`src/rtl/config_pkg.sv`:
```
// Shared definitions for the tile configuration bus driver: block types, header layout, FSM states.
// The ST_CHK state exists only when CONFIG_CHECKSUM_EN is defined.
package config_pkg;

   localparam logic [15:0] CONFIG_SB  = 16'd7;
   localparam logic [15:0] CONFIG_CB0 = 16'd6;
   localparam logic [15:0] CONFIG_CB1 = 16'd5;
   localparam logic [15:0] CONFIG_CLB = 16'd4;

   localparam logic [15:0] HDR_MAGIC = 16'hC0F1;
   localparam logic [31:0] IDLE_ADDR = 32'hFFFF_FFFF;

   localparam int HDR_MAGIC_MSB = 31;
   localparam int HDR_MAGIC_LSB = 16;
   localparam int HDR_COUNT_MSB = 15;
   localparam int HDR_COUNT_LSB = 0;

`ifdef CONFIG_CHECKSUM_EN
   typedef enum logic [2:0] {
      ST_IDLE, ST_HDR, ST_ADDR, ST_DATA, ST_WRITE, ST_CHK, ST_DONE
   } state_t;
`else
   typedef enum logic [2:0] {
      ST_IDLE, ST_HDR, ST_ADDR, ST_DATA, ST_WRITE, ST_DONE
   } state_t;
`endif

endpackage

```
`src/rtl/config_xor_accum.sv`:
```
// 32-bit running XOR over the addr/data words of one configuration load.
module config_xor_accum (
   input  logic        clk,
   input  logic        reset,
   input  logic        clear,
   input  logic        enable,
   input  logic [31:0] word,
   output logic [31:0] sum
);

   always_ff @(posedge clk) begin
      if (reset || clear) begin
         sum <= '0;
      end else if (enable) begin
         sum <= sum ^ word;
      end
   end

endmodule

```
`src/rtl/config_bus_driver.sv`:
```
// Configuration-bus master: turns a header + (addr, data) word stream into held tile config writes.
// Define CONFIG_CHECKSUM_EN to require and verify a trailing XOR checksum word.
//
// state | meaning
// IDLE  | bus parked, waiting for start
// HDR   | accept header word (magic + pair count)
// ADDR  | accept address word of next pair
// DATA  | accept data word, launch write
// WRITE | write held on bus for HOLD_CYCLES
// CHK   | accept trailing checksum word (CONFIG_CHECKSUM_EN only)
// DONE  | one-cycle done pulse
module config_bus_driver #(
   parameter logic [31:0] IDLE_ADDR   = config_pkg::IDLE_ADDR,
   parameter int          HOLD_CYCLES = 1,
   parameter logic [15:0] HDR_MAGIC   = config_pkg::HDR_MAGIC
) (
   input  logic        clk,
   input  logic        reset,
   input  logic        start,
   input  logic        abort,
   input  logic [31:0] in_data,
   input  logic        in_valid,
   output logic        in_ready,
   output logic [31:0] config_addr,
   output logic [31:0] config_data,
   output logic        busy,
   output logic        done,
   output logic        err,
   output logic [15:0] pairs_written
);

   import config_pkg::*;

   localparam int HOLD_W = (HOLD_CYCLES > 1) ? $clog2(HOLD_CYCLES) : 1;

`ifdef CONFIG_CHECKSUM_EN
   localparam state_t ST_TAIL    = ST_CHK;
   localparam logic   TAIL_READY = 1'b1;
`else
   localparam state_t ST_TAIL    = ST_DONE;
   localparam logic   TAIL_READY = 1'b0;
`endif

   state_t              state;
   logic [15:0]         remaining;
   logic [31:0]         addr_q;
   logic [HOLD_W-1:0]   hold_cnt;
   logic                xfer;

   assign xfer = in_valid && in_ready;

`ifdef CONFIG_CHECKSUM_EN
   logic [31:0] xor_sum;

   config_xor_accum u_xor_accum (
      .clk    (clk),
      .reset  (reset),
      .clear  (state == ST_IDLE && start),
      .enable (xfer && (state == ST_ADDR || state == ST_DATA)),
      .word   (in_data),
      .sum    (xor_sum)
   );
`endif

   always_ff @(posedge clk) begin
      if (reset) begin
         state         <= ST_IDLE;
         config_addr   <= IDLE_ADDR;
         config_data   <= '0;
         in_ready      <= 1'b0;
         busy          <= 1'b0;
         done          <= 1'b0;
         err           <= 1'b0;
         pairs_written <= '0;
         remaining     <= '0;
         addr_q        <= '0;
         hold_cnt      <= '0;
      end else if (abort && state != ST_IDLE) begin
         // Truncate any in-flight write; err and pairs_written keep their values.
         state       <= ST_IDLE;
         config_addr <= IDLE_ADDR;
         in_ready    <= 1'b0;
         busy        <= 1'b0;
         done        <= 1'b0;
      end else begin
         done <= 1'b0;
         case (state)
            ST_IDLE: begin
               if (start) begin
                  state         <= ST_HDR;
                  in_ready      <= 1'b1;
                  busy          <= 1'b1;
                  err           <= 1'b0;
                  pairs_written <= '0;
               end
            end
            ST_HDR: begin
               if (xfer) begin
                  if (in_data[HDR_MAGIC_MSB:HDR_MAGIC_LSB] != HDR_MAGIC) begin
                     err      <= 1'b1;
                     state    <= ST_DONE;
                     in_ready <= 1'b0;
                     done     <= 1'b1;
                  end else if (in_data[HDR_COUNT_MSB:HDR_COUNT_LSB] == '0) begin
                     state    <= ST_TAIL;
                     in_ready <= TAIL_READY;
                     done     <= !TAIL_READY;
                  end else begin
                     remaining <= in_data[HDR_COUNT_MSB:HDR_COUNT_LSB];
                     state     <= ST_ADDR;
                  end
               end
            end
            ST_ADDR: begin
               if (xfer) begin
                  addr_q <= in_data;
                  state  <= ST_DATA;
               end
            end
            ST_DATA: begin
               if (xfer) begin
                  config_addr   <= addr_q;
                  config_data   <= in_data;
                  hold_cnt      <= HOLD_W'(HOLD_CYCLES - 1);
                  pairs_written <= pairs_written + 16'd1;
                  remaining     <= remaining - 16'd1;
                  state         <= ST_WRITE;
                  in_ready      <= 1'b0;
               end
            end
            ST_WRITE: begin
               if (hold_cnt == '0) begin
                  config_addr <= IDLE_ADDR;
                  if (remaining == '0) begin
                     state    <= ST_TAIL;
                     in_ready <= TAIL_READY;
                     done     <= !TAIL_READY;
                  end else begin
                     state    <= ST_ADDR;
                     in_ready <= 1'b1;
                  end
               end else begin
                  hold_cnt <= hold_cnt - 1'b1;
               end
            end
`ifdef CONFIG_CHECKSUM_EN
            ST_CHK: begin
               if (xfer) begin
                  if (in_data != xor_sum) begin
                     err <= 1'b1;
                  end
                  state    <= ST_DONE;
                  in_ready <= 1'b0;
                  done     <= 1'b1;
               end
            end
`endif
            ST_DONE: begin
               state <= ST_IDLE;
               busy  <= 1'b0;
            end
            default: begin
               state       <= ST_IDLE;
               config_addr <= IDLE_ADDR;
               in_ready    <= 1'b0;
               busy        <= 1'b0;
            end
         endcase
      end
   end

endmodule

```
`config.mk`:
```
export PLATFORM = sky130hd
export DESIGN_NAME = config_bus_driver
export DESIGN_NICKNAME = d
export VERILOG_FILES = /design/src/rtl/config_pkg.sv /design/src/rtl/config_xor_accum.sv /design/src/rtl/config_bus_driver.sv
export SDC_FILE = /design/constraint.sdc
export NUM_CORES = 1
export LEC_CHECK = 0
export ABC_CLOCK_PERIOD_IN_PS = 3170
export CORE_AREA = 2 2 109 111
export DETAILED_ROUTE_END_ITERATION = 7
export DIE_AREA = 0 0 111 113
export PLACE_DENSITY = 0.87
export SKIP_CTS_REPAIR_TIMING = 1
export SYNTH_ARGS = -nofsm -noshare
export SYNTH_HDL_FRONTEND = slang
export SYNTH_SLANG_ARGS = --single-unit
```
`constraint.sdc`:
```
create_clock -name clk -period 3.17 [get_ports clk]
set_clock_uncertainty 0.15 [all_clocks]
set_input_delay 0.634 -clock clk [delete_from_list [all_inputs] [get_ports clk]]
set_output_delay 0.634 -clock clk [all_outputs]
set_load 0.05 [all_outputs]
```
==> metrics.txt, run 1 <==
Antenna Nets Post-Route=0; Leak=0.00264 uW; TNS Setup=0 ns; IO Pins=121; Clk pin slew, worst setup/hold paths=0.06 ns; Routed Wire Length=16.1 mm; layout filler cell count=891; post-route cell area=0.00772 mm2; combined area of the multi-input logic cells=0.00273 mm2; gr busiest metal=met2; cts bufs inserted=17; worst-margin pin slew=0.869 ns; CORE AREA=0.0113 mm2; First-pass DRT Iterations=5; first-pass GRT wire length=26.2 mm; minimum clock period=2.79 ns; Clock Sinks=135; Distinct cells, synth=50; clk buf depth=2; Synth Net Count=766; Max Clk Rate=359 MHz; input/output buffers=120; syn_area_per_cell=7.79 um2; Synth Flop Type=dfxtp_1; status=finished clean; slowest cell delay on critical path=0.52 ns; standard-cell rows=39; synth cell count leaders=nand2_1, dfxtp_1, a21oi_1, nor2_1, clkbuf_1; Critical Path AT=2.91 ns; drt wl/cell=16.0 um; worst path cell trace=clkdlybuf4s50_1 > nor4bb_1 > buf_4 > nand4_1 > a211o_1 > o311ai_0 > o31ai_1; Crit Path Max Fanout=15; worst skew pair latency=0.42 ns; vias in the first global route=5358; startpoint types=primary input; CP Class=primary input to flip-flop; WP buf/inv=2; Via density=5.81; worst hold slack=0.304 ns; GRT met1 Usage=0.336; post-route clock period utilization=0.879; share of cells above drive strength 1=0.0896; # DRC=0; NumNets Final=886; post-detail-place hpwl=10.6 mm; max_cap viols=0; routability cong.=0.875; Mapped Cells=727; Yosys top cell by area=dfxtp_1; Synth async-reset ratio=0; total global routing overflow=0; largest net degree at the start of global routing=82; Mapped Area=0.00567 mm2; Register Area=0.00270 mm2; met2 usage=0.419; Die W=111 um; CTS root buffer=clkbuf_16; Global Route Usage Sum=0.256; highest-delay cell along the critical path=a211o_1; top cell type's share of synthesized area=0.477; Max Slew Vio Count=0; via total after detailed routing=5818; met3 Use GR=0.0648; Post-Place Cell Area=0.00712 mm2; RSZ-0062 raised after global routing=false; area delta synth->final=36.3%; total of warnings raised by yosys=0; Initial Utilization=0.503; die height=113 um; Critical Path RT=3.29 ns; normalized max-slew margin=0.421; CTS tree=done; Die ar.=0.0125 mm2; VDD IR max=0.000379 V; post-route insts no fill=1002; antenna violations before repair=0; EDFF count, synth=0; top post-synthesis cells by area=dfxtp_1, nand2_1, a21oi_1, o21ai_0, nor2_1; Seq/Total Area, Yosys=0.477; most common cell in the netlist=nand2_1; Hold Path Class=flip-flop to flip-flop; DR iter-0 viols=544; delay-heaviest family, CP=compound AO/OA/AOI/OAI gates; H-tree depth=4; Ant. Diodes=0; CP endpoint kind=flip-flop; Seq cells post-synth=135; Post-Place Cells=971; Hold Fails Final Rpt=0; pwr dens=566 mW/mm2; final setup fails=0
## cell type report
class / instances / area share
multi-input cells: 524 / 0.353
flip-flops and latches: 135 / 0.350
repair buffers: 156 / 0.190
clock buffers: 18 / 0.0556
well taps: 143 / 0.0232
clock inverters: 13 / 0.0222
inverters: 13 / 0.00632
## report_power, final
group	switching (uW)	total, uW	internal, uW
clock network	769	2010	1240
logic	379	586	207
registers	40.0	1770	1730
total	1190	4370	3180
## placed cells by master (no fill, tap or decap), types with 7 or more instances in the layout
master | netlist | routed
buf_4 | 0 | 36
o21ai_0 | 49 | 49
nand2_1 | 143 | 143
dfxtp_1 | 135 | 135
nor3_1 | 44 | 43
a21oi_1 | 100 | 100
clkdlybuf4s50_1 | 0 | 119
nor2_1 | 63 | 63
nor4_1 | 8 | 7
o311ai_0 | 10 | 10
clkbuf_16 | 0 | 17
xnor2_1 | 7 | 7
o31ai_1 | 15 | 15
inv_1 | 12 | 12
or3_1 | 11 | 11
nand3_1 | 9 | 8
## flip-flops by register name, summed over array words and instances, names as in the netlist
register	cells
err	1
in_ready	1
busy	1
done	1
pairs_written	16
config_addr	32
state	3
config_data	32
addr_q	32
remaining	16
## worst min-delay path: stages, from the launching register on
cell and delay (ns):
dfxtp_1 0.30, nand2_1 0.05, a21oi_1 0.05
## path summary, 6_finish.rpt
check / from / end / slack (ns) / cells after the start
min: config_data[14] / config_data[14] / 0.30 / 2
min reg2reg: config_data[14] / config_data[14] / 0.30 / 2
max reg2reg: state[1] / pairs_written[15] / 0.52 / 5
max: in_data[20] / remaining[7] / 0.38 / 7
## stage by stage
step / setup slack [ns] / util / power (uW)
final: 0.385 / 0.685 / 4370
after global routing: 0.271 / 0.685 / 4520
after CTS: 0.381 / 0.685 / 4380
after detailed placement: 0.00384 / 0.632 / 2380
after global placement: 0.0615 / 0.632 / 2370
after floorplan: 0.578 / - / 2160
## per-layer routing
metal  vias up  share of wire
met5         -              0
met4         0          0.015
met3        25          0.084
met2       257           0.48
met1      2744           0.42
li1       2792              -
## logic make-up after synthesis
kind of cell / count (synthesis) / synth area share
compound gates: 201 / 0.208
simple gates: 311 / 0.250
xor+xnor: 7 / 0.0108
mux: 3 / 0.00552
flops: 135 / 0.477
fa+ha+maj: 2 / 0.00442
buf+inv: 68 / 0.0453
Note: power is estimated with default switching activity, not from simulation.
==> inputs of run 2 (changes only) <==
ABC_AREA = 1   (was default)
CORE_AREA = 2 2 112 114   (was 2 2 109 111)
DIE_AREA = 0 0 114 116   (was 0 0 111 113)
==> metrics.txt, run 2 <==
status=finished clean (unchanged); worst-margin pin slew=0.646 ns (was 0.869 ns); commonest non-fill, non-tap cell in the layout=nand2_1 (unchanged); syn_area_per_cell=6.78 um2 (was 7.79 um2); Seq/Total Area, Yosys=0.445 (was 0.477); pwr dens=769 mW/mm2 (was 566 mW/mm2); Ant. Diodes=0 (unchanged); vias in the first global route=5500 (was 5358); largest net degree at the start of global routing=65 (was 82); Distinct cells, synth=32 (was 50); EDFF count, synth=0 (unchanged); NumNets Final=1042 (was 886); area delta synth->final=31.3% (was 36.3%); delay-heaviest family, CP=buffers and inverters (was compound AO/OA/AOI/OAI gates); Yosys top cell by area=dfxtp_1 (unchanged); Hold Fails Final Rpt=0 (unchanged); die height=116 um (was 113 um); max_cap viols=0 (unchanged); Clk pin slew, worst setup/hold paths=0.06 ns (about the same); Reg2Reg Setup Slack=0.75 ns (was 0.52 ns); Antenna Nets Post-Route=0 (unchanged); via total after detailed routing=6034 (was 5818); Routed Wire Length=15.8 mm (was 16.1 mm); Initial Utilization=0.510 (was 0.503); Register Area=0.00270 mm2 (unchanged); met2 usage=0.386 (was 0.419); Clock Sinks=135 (unchanged); total of warnings raised by yosys=0 (unchanged); met3 Use GR=0.0664 (was 0.0648); IO Pins=121 (unchanged); CP Class=flip-flop to output port (was primary input to flip-flop); Seq cells post-synth=135 (unchanged); Clk pwr share=0.315 (was 0.460); Crit Path Max Fanout=6 (was 15); combined area of the multi-input logic cells=0.00273 mm2 (about the same); clk buf depth=2 (unchanged); input/output buffers=120 (unchanged); # DRC=0 (unchanged); antenna violations before repair=0 (unchanged); share of power burned in registers=0.331 (was 0.406); VDD IR max=0.000411 V (was 0.000379 V); most common cell in the netlist=nand2_1 (unchanged); Max Slew Vio Count=0 (unchanged); TNS Setup=0 ns (unchanged); Critical Path AT=1.71 ns (was 2.91 ns); final setup fails=0 (unchanged); H-tree depth=4 (unchanged); post-route clock period utilization=0.788 (was 0.879); CTS tree=done (unchanged); P_int=3750 uW (was 3180 uW); layout filler cell count=1015 (was 891); slowest cell delay on critical path=0.85 ns (was 0.52 ns); first-pass GRT wire length=25.8 mm (was 26.2 mm); Post-Place Cells=1131 (was 971); Via density=5.19 (was 5.81); standard-cell rows=40 (was 39); switch share=0.387 (was 0.272); startpoint types=flip-flop (was primary input); top post-synthesis cells by area=dfxtp_1, nand2_1, a21oi_1, o21ai_0, inv_1 (was dfxtp_1, nand2_1, a21oi_1, o21ai_0, nor2_1); synth cell count leaders=nand2_1, dfxtp_1, inv_1, a21oi_1, o21ai_0 (was nand2_1, dfxtp_1, a21oi_1, nor2_1, clkbuf_1); Synth Flop Type=dfxtp_1 (unchanged); GRT met1 Usage=0.315 (was 0.336); Synth async-reset ratio=0 (unchanged); CORE AREA=0.0119 mm2 (was 0.0113 mm2); CP endpoint kind=output port (was flip-flop); routability cong.=0.894 (was 0.875); DR iter-0 viols=494 (was 544); part of the power in combinational logic=0.353 (was 0.134); biggest regs=addr_q: 32 flops, config_addr: 32 flops, config_data: 32 flops (unchanged); CTS root buffer=clkbuf_16 (unchanged); First-pass DRT Iterations=5 (unchanged); Max Clk Rate=401 MHz (was 359 MHz); gr busiest metal=met2 (unchanged); worst skew pair latency=0.43 ns (was 0.42 ns); drt wl/cell=13.6 um (was 16.0 um); WP buf/inv=1 (was 2); Synth Net Count=934 (was 766); minimum clock period=2.50 ns (was 2.79 ns); Mapped Cells=895 (was 727); top cell type's share of synthesized area=0.445 (was 0.477); Mapped Area=0.00607 mm2 (was 0.00567 mm2); Global Route Usage Sum=0.246 (was 0.256); worst path cell trace=clkdlybuf4s50_1 (was clkdlybuf4s50_1 > nor4bb_1 > buf_4 > nand4_1 > a211o_1 > o311ai_0 > o31ai_1); Critical Path RT=2.39 ns (was 3.29 ns); Die ar.=0.0132 mm2 (was 0.0125 mm2); cts bufs inserted=17 (unchanged); RSZ-0062 raised after global routing=false (unchanged); Leak=0.00320 uW (was 0.00264 uW); total global routing overflow=0 (unchanged); highest-delay cell along the critical path=clkdlybuf4s50_1 (was a211o_1); Die W=114 um (was 111 um); sw power=2370 uW (was 1190 uW); post-detail-place hpwl=10.8 mm (was 10.6 mm); post-route insts no fill=1162 (was 1002); Hold Path Class=flip-flop to flip-flop (unchanged); most frequent cells in the layout=nand2_1, dfxtp_1, inv_1, clkdlybuf4s50_1, a21oi_1 (was nand2_1, dfxtp_1, clkdlybuf4s50_1, a21oi_1, nor2_1); share of cells above drive strength 1=0.0522 (was 0.0896); normalized max-slew margin=0.566 (was 0.421)
[run 2: final timing paths]
check | from | end | cells past startpoint
worst min-delay path | addr_q[17] | addr_q[17] | 2
worst max register to register | state[2] | config_data[31] | 8
worst max-delay path | pairs_written[2] | pairs_written[2] | 1
worst min register to register | addr_q[17] | addr_q[17] | 2
[run 2: kinds of logic after synthesis]
| kind of cell | after synthesis | synth area share |
|---|---|---|
| compound gates | 232 | 0.194 |
| buf+inv | 166 | 0.106 |
| fa+ha+maj | 2 | 0.00412 |
| flops | 135 | 0.445 |
| simple gates | 356 | 0.246 |
| xor+xnor | 4 | 0.00577 |
[run 2: final cells by class]
cell class                      instances  share of cell area
Clock inverter                         11              0.0155
Timing Repair Buffer                  131               0.164
Clock buffer                           20              0.0573
Inverter                              124              0.0584
Tap cell                              147              0.0231
Sequential cell                       135               0.339
Multi-Input combinational cell        594               0.342
[run 2: layer usage]
layer  wire length [um]  vias up
li1                   -     3086
met3               1150       43
met2               7040      212
met4                491        0
met1               7100     2693
met5                  0        -
[run 2: stage by stage]
step | power, uW | area (um2) | util | setup slack (ns) | hold WS (ns)
final | 6120 | 7970 | 0.669 | 0.673 | 0.288
after detailed placement | 4200 | 7390 | 0.620 | 0.406 | 0.282
after floorplan | 3660 | 6070 | - | 1.24 | 0.270
after global routing | 6500 | 7970 | 0.669 | 0.522 | 0.306
after CTS | 6130 | 7970 | 0.669 | 0.673 | 0.290
after global placement | 4140 | 7390 | 0.620 | 0.490 | 0.278
[run 2: power by group through the flow]
stage	clock network [uW]	registers, uW	logic (uW)
2_1_floorplan	0	2320	1340
3_3_place_gp	0	2050	2090
3_5_place_dp	0	2060	2140
4_1_cts	1950	2030	2150
5_1_grt	2020	2050	2430
6_report	1930	2030	2160
==> inputs of run 3 (changes only) <==
ABC_CLOCK_PERIOD_IN_PS = 2250   (was 3170)
CORE_AREA = 2 2 117 119   (was 2 2 112 114)
DIE_AREA = 0 0 119 121   (was 0 0 114 116)
PLACE_DENSITY = 0.84   (was 0.87)
clock period = 2.25 ns   (was 3.17 ns; I/O delays follow)
==> metrics.txt, run 3 (synthesis results as in run 2) <==
H-tree depth=4 (unchanged); final setup fails=0 (unchanged); Ant. Diodes=0 (unchanged); commonest non-fill, non-tap cell in the layout=nand2_1 (unchanged); Clk pin slew, worst setup/hold paths=0.06 ns (about the same); Hold Path Class=flip-flop to flip-flop (unchanged); startpoint types=flip-flop (unchanged); routability cong.=0.921 (was 0.894); WP buf/inv=1 (unchanged); worst path cell trace=clkdlybuf4s50_1 (unchanged); input/output buffers=120 (unchanged); Die W=119 um (was 114 um); Crit Path Max Fanout=2 (was 6); share of cells above drive strength 1=0.0856 (was 0.0522); first-pass GRT wire length=28.1 mm (was 25.8 mm); antenna violations before repair=0 (unchanged); Routed Wire Length=16.8 mm (was 15.8 mm); vias in the first global route=5833 (was 5500); standard-cell rows=42 (was 40); clk buf depth=2 (unchanged); Antenna Nets Post-Route=0 (unchanged); TNS Setup=0 ns (unchanged); NumNets Final=1080 (was 1042); Max Slew Vio Count=0 (unchanged); minimum clock period=2.21 ns; CTS root buffer=clkbuf_16 (unchanged); slowest cell delay on critical path=0.85 ns (about the same); CP endpoint kind=output port (unchanged); Hold Fails Final Rpt=0 (unchanged); CORE AREA=0.0131 mm2 (was 0.0119 mm2); VDD IR max=0.000658 V (was 0.000411 V); CP Class=flip-flop to output port (unchanged); largest net degree at the start of global routing=65 (unchanged); post-detail-place hpwl=11.8 mm (was 10.8 mm); RSZ-0062 raised after global routing=false (unchanged); Max Clk Rate=452 MHz; status=finished clean (unchanged); delay-heaviest family, CP=buffers and inverters (unchanged); First-pass DRT Iterations=5 (unchanged); Initial Utilization=0.464 (was 0.510); pwr dens=1070 mW/mm2 (was 769 mW/mm2); via total after detailed routing=6239 (was 6034); Leak=0.00362 uW (was 0.00320 uW); Critical Path AT=1.61 ns (was 1.71 ns); area delta synth->final=37.5% (was 31.3%); drt wl/cell=13.7 um (was 13.6 um); max_cap viols=0 (unchanged); IO Pins=121 (unchanged); Register Area=0.00270 mm2 (unchanged); CTS tree=done (unchanged); Clock Sinks=135 (unchanged); worst-margin pin slew=0.565 ns (was 0.646 ns); Critical Path RT=1.65 ns (was 2.39 ns); DR iter-0 viols=490 (was 494); total global routing overflow=0 (unchanged); Reg2Reg Setup Slack=0.23 ns (was 0.75 ns); layout filler cell count=1116 (was 1015); post-route clock period utilization=0.983; Die ar.=0.0144 mm2 (was 0.0132 mm2); post-layout power=8920 uW (was 6120 uW); most frequent cells in the layout=nand2_1, dfxtp_1, inv_1, a21oi_1, o21ai_0 (was nand2_1, dfxtp_1, inv_1, clkdlybuf4s50_1, a21oi_1); Post-Place Cell Area=0.00773 mm2 (was 0.00739 mm2); Via density=5.08 (was 5.19); combined area of the multi-input logic cells=0.00273 mm2 (unchanged); die height=121 um (was 116 um); Global Route Usage Sum=0.244 (was 0.246); cts bufs inserted=17 (unchanged); worst skew pair latency=0.43 ns (about the same); highest-delay cell along the critical path=clkdlybuf4s50_1 (unchanged); # DRC=0 (unchanged); biggest regs=addr_q: 32 flops, config_addr: 32 flops, config_data: 32 flops (unchanged); normalized max-slew margin=0.622 (was 0.566); Final Util=0.638 (was 0.669); post-route cell area=0.00835 mm2 (was 0.00797 mm2)
==> run 3: final timing paths <==
path / depth (start not counted) / end / startpoint
worst min register to register: 2 / addr_q[14] / addr_q[14]
worst max-delay path: 1 / config_addr[13] / config_addr[13]
worst max register to register: 9 / remaining[3] / state[2]
worst min-delay path: 2 / addr_q[14] / addr_q[14]
==> run 3: final cells by class <==
class                           instances  share of cell area
Sequential cell                       135               0.324
Timing Repair Buffer                  169               0.198
Clock inverter                         12              0.0184
Tap cell                              176              0.0264
Clock buffer                           18              0.0514
Inverter                              124              0.0558
Multi-Input combinational cell        594               0.327
==> run 3: stage by stage <==
step | instances | setup WS, ns | hold slack, ns
after floorplan | 895 | 0.362 | 0.270
after global routing | 1228 | 0.0000495 | 0.307
final | 1228 | 0.0378 | 0.288
after detailed placement | 1198 | -0.00738 | 0.282
after global placement | 1198 | 0.0401 | 0.277
after CTS | 1228 | -0.0825 | 0.291
==> run 3: report_power, final <==
| group | switching, uW | internal [uW] | total [uW] | leakage, uW |
|---|---|---|---|---|
| clock | 1040 | 1730 | 2770 | 0.000278 |
| combinational | 2160 | 1140 | 3300 | 0.00225 |
| sequential | 207 | 2650 | 2850 | 0.00109 |
==> run 3: per-layer routing <==
layer	vias up	global-route usage	share of wire
li1	3154	-	-
met1	2842	0.302	0.43
met2	204	0.406	0.48
met3	39	0.0639	0.065
met4	0	0.0930	0.028
met5	-	0	0
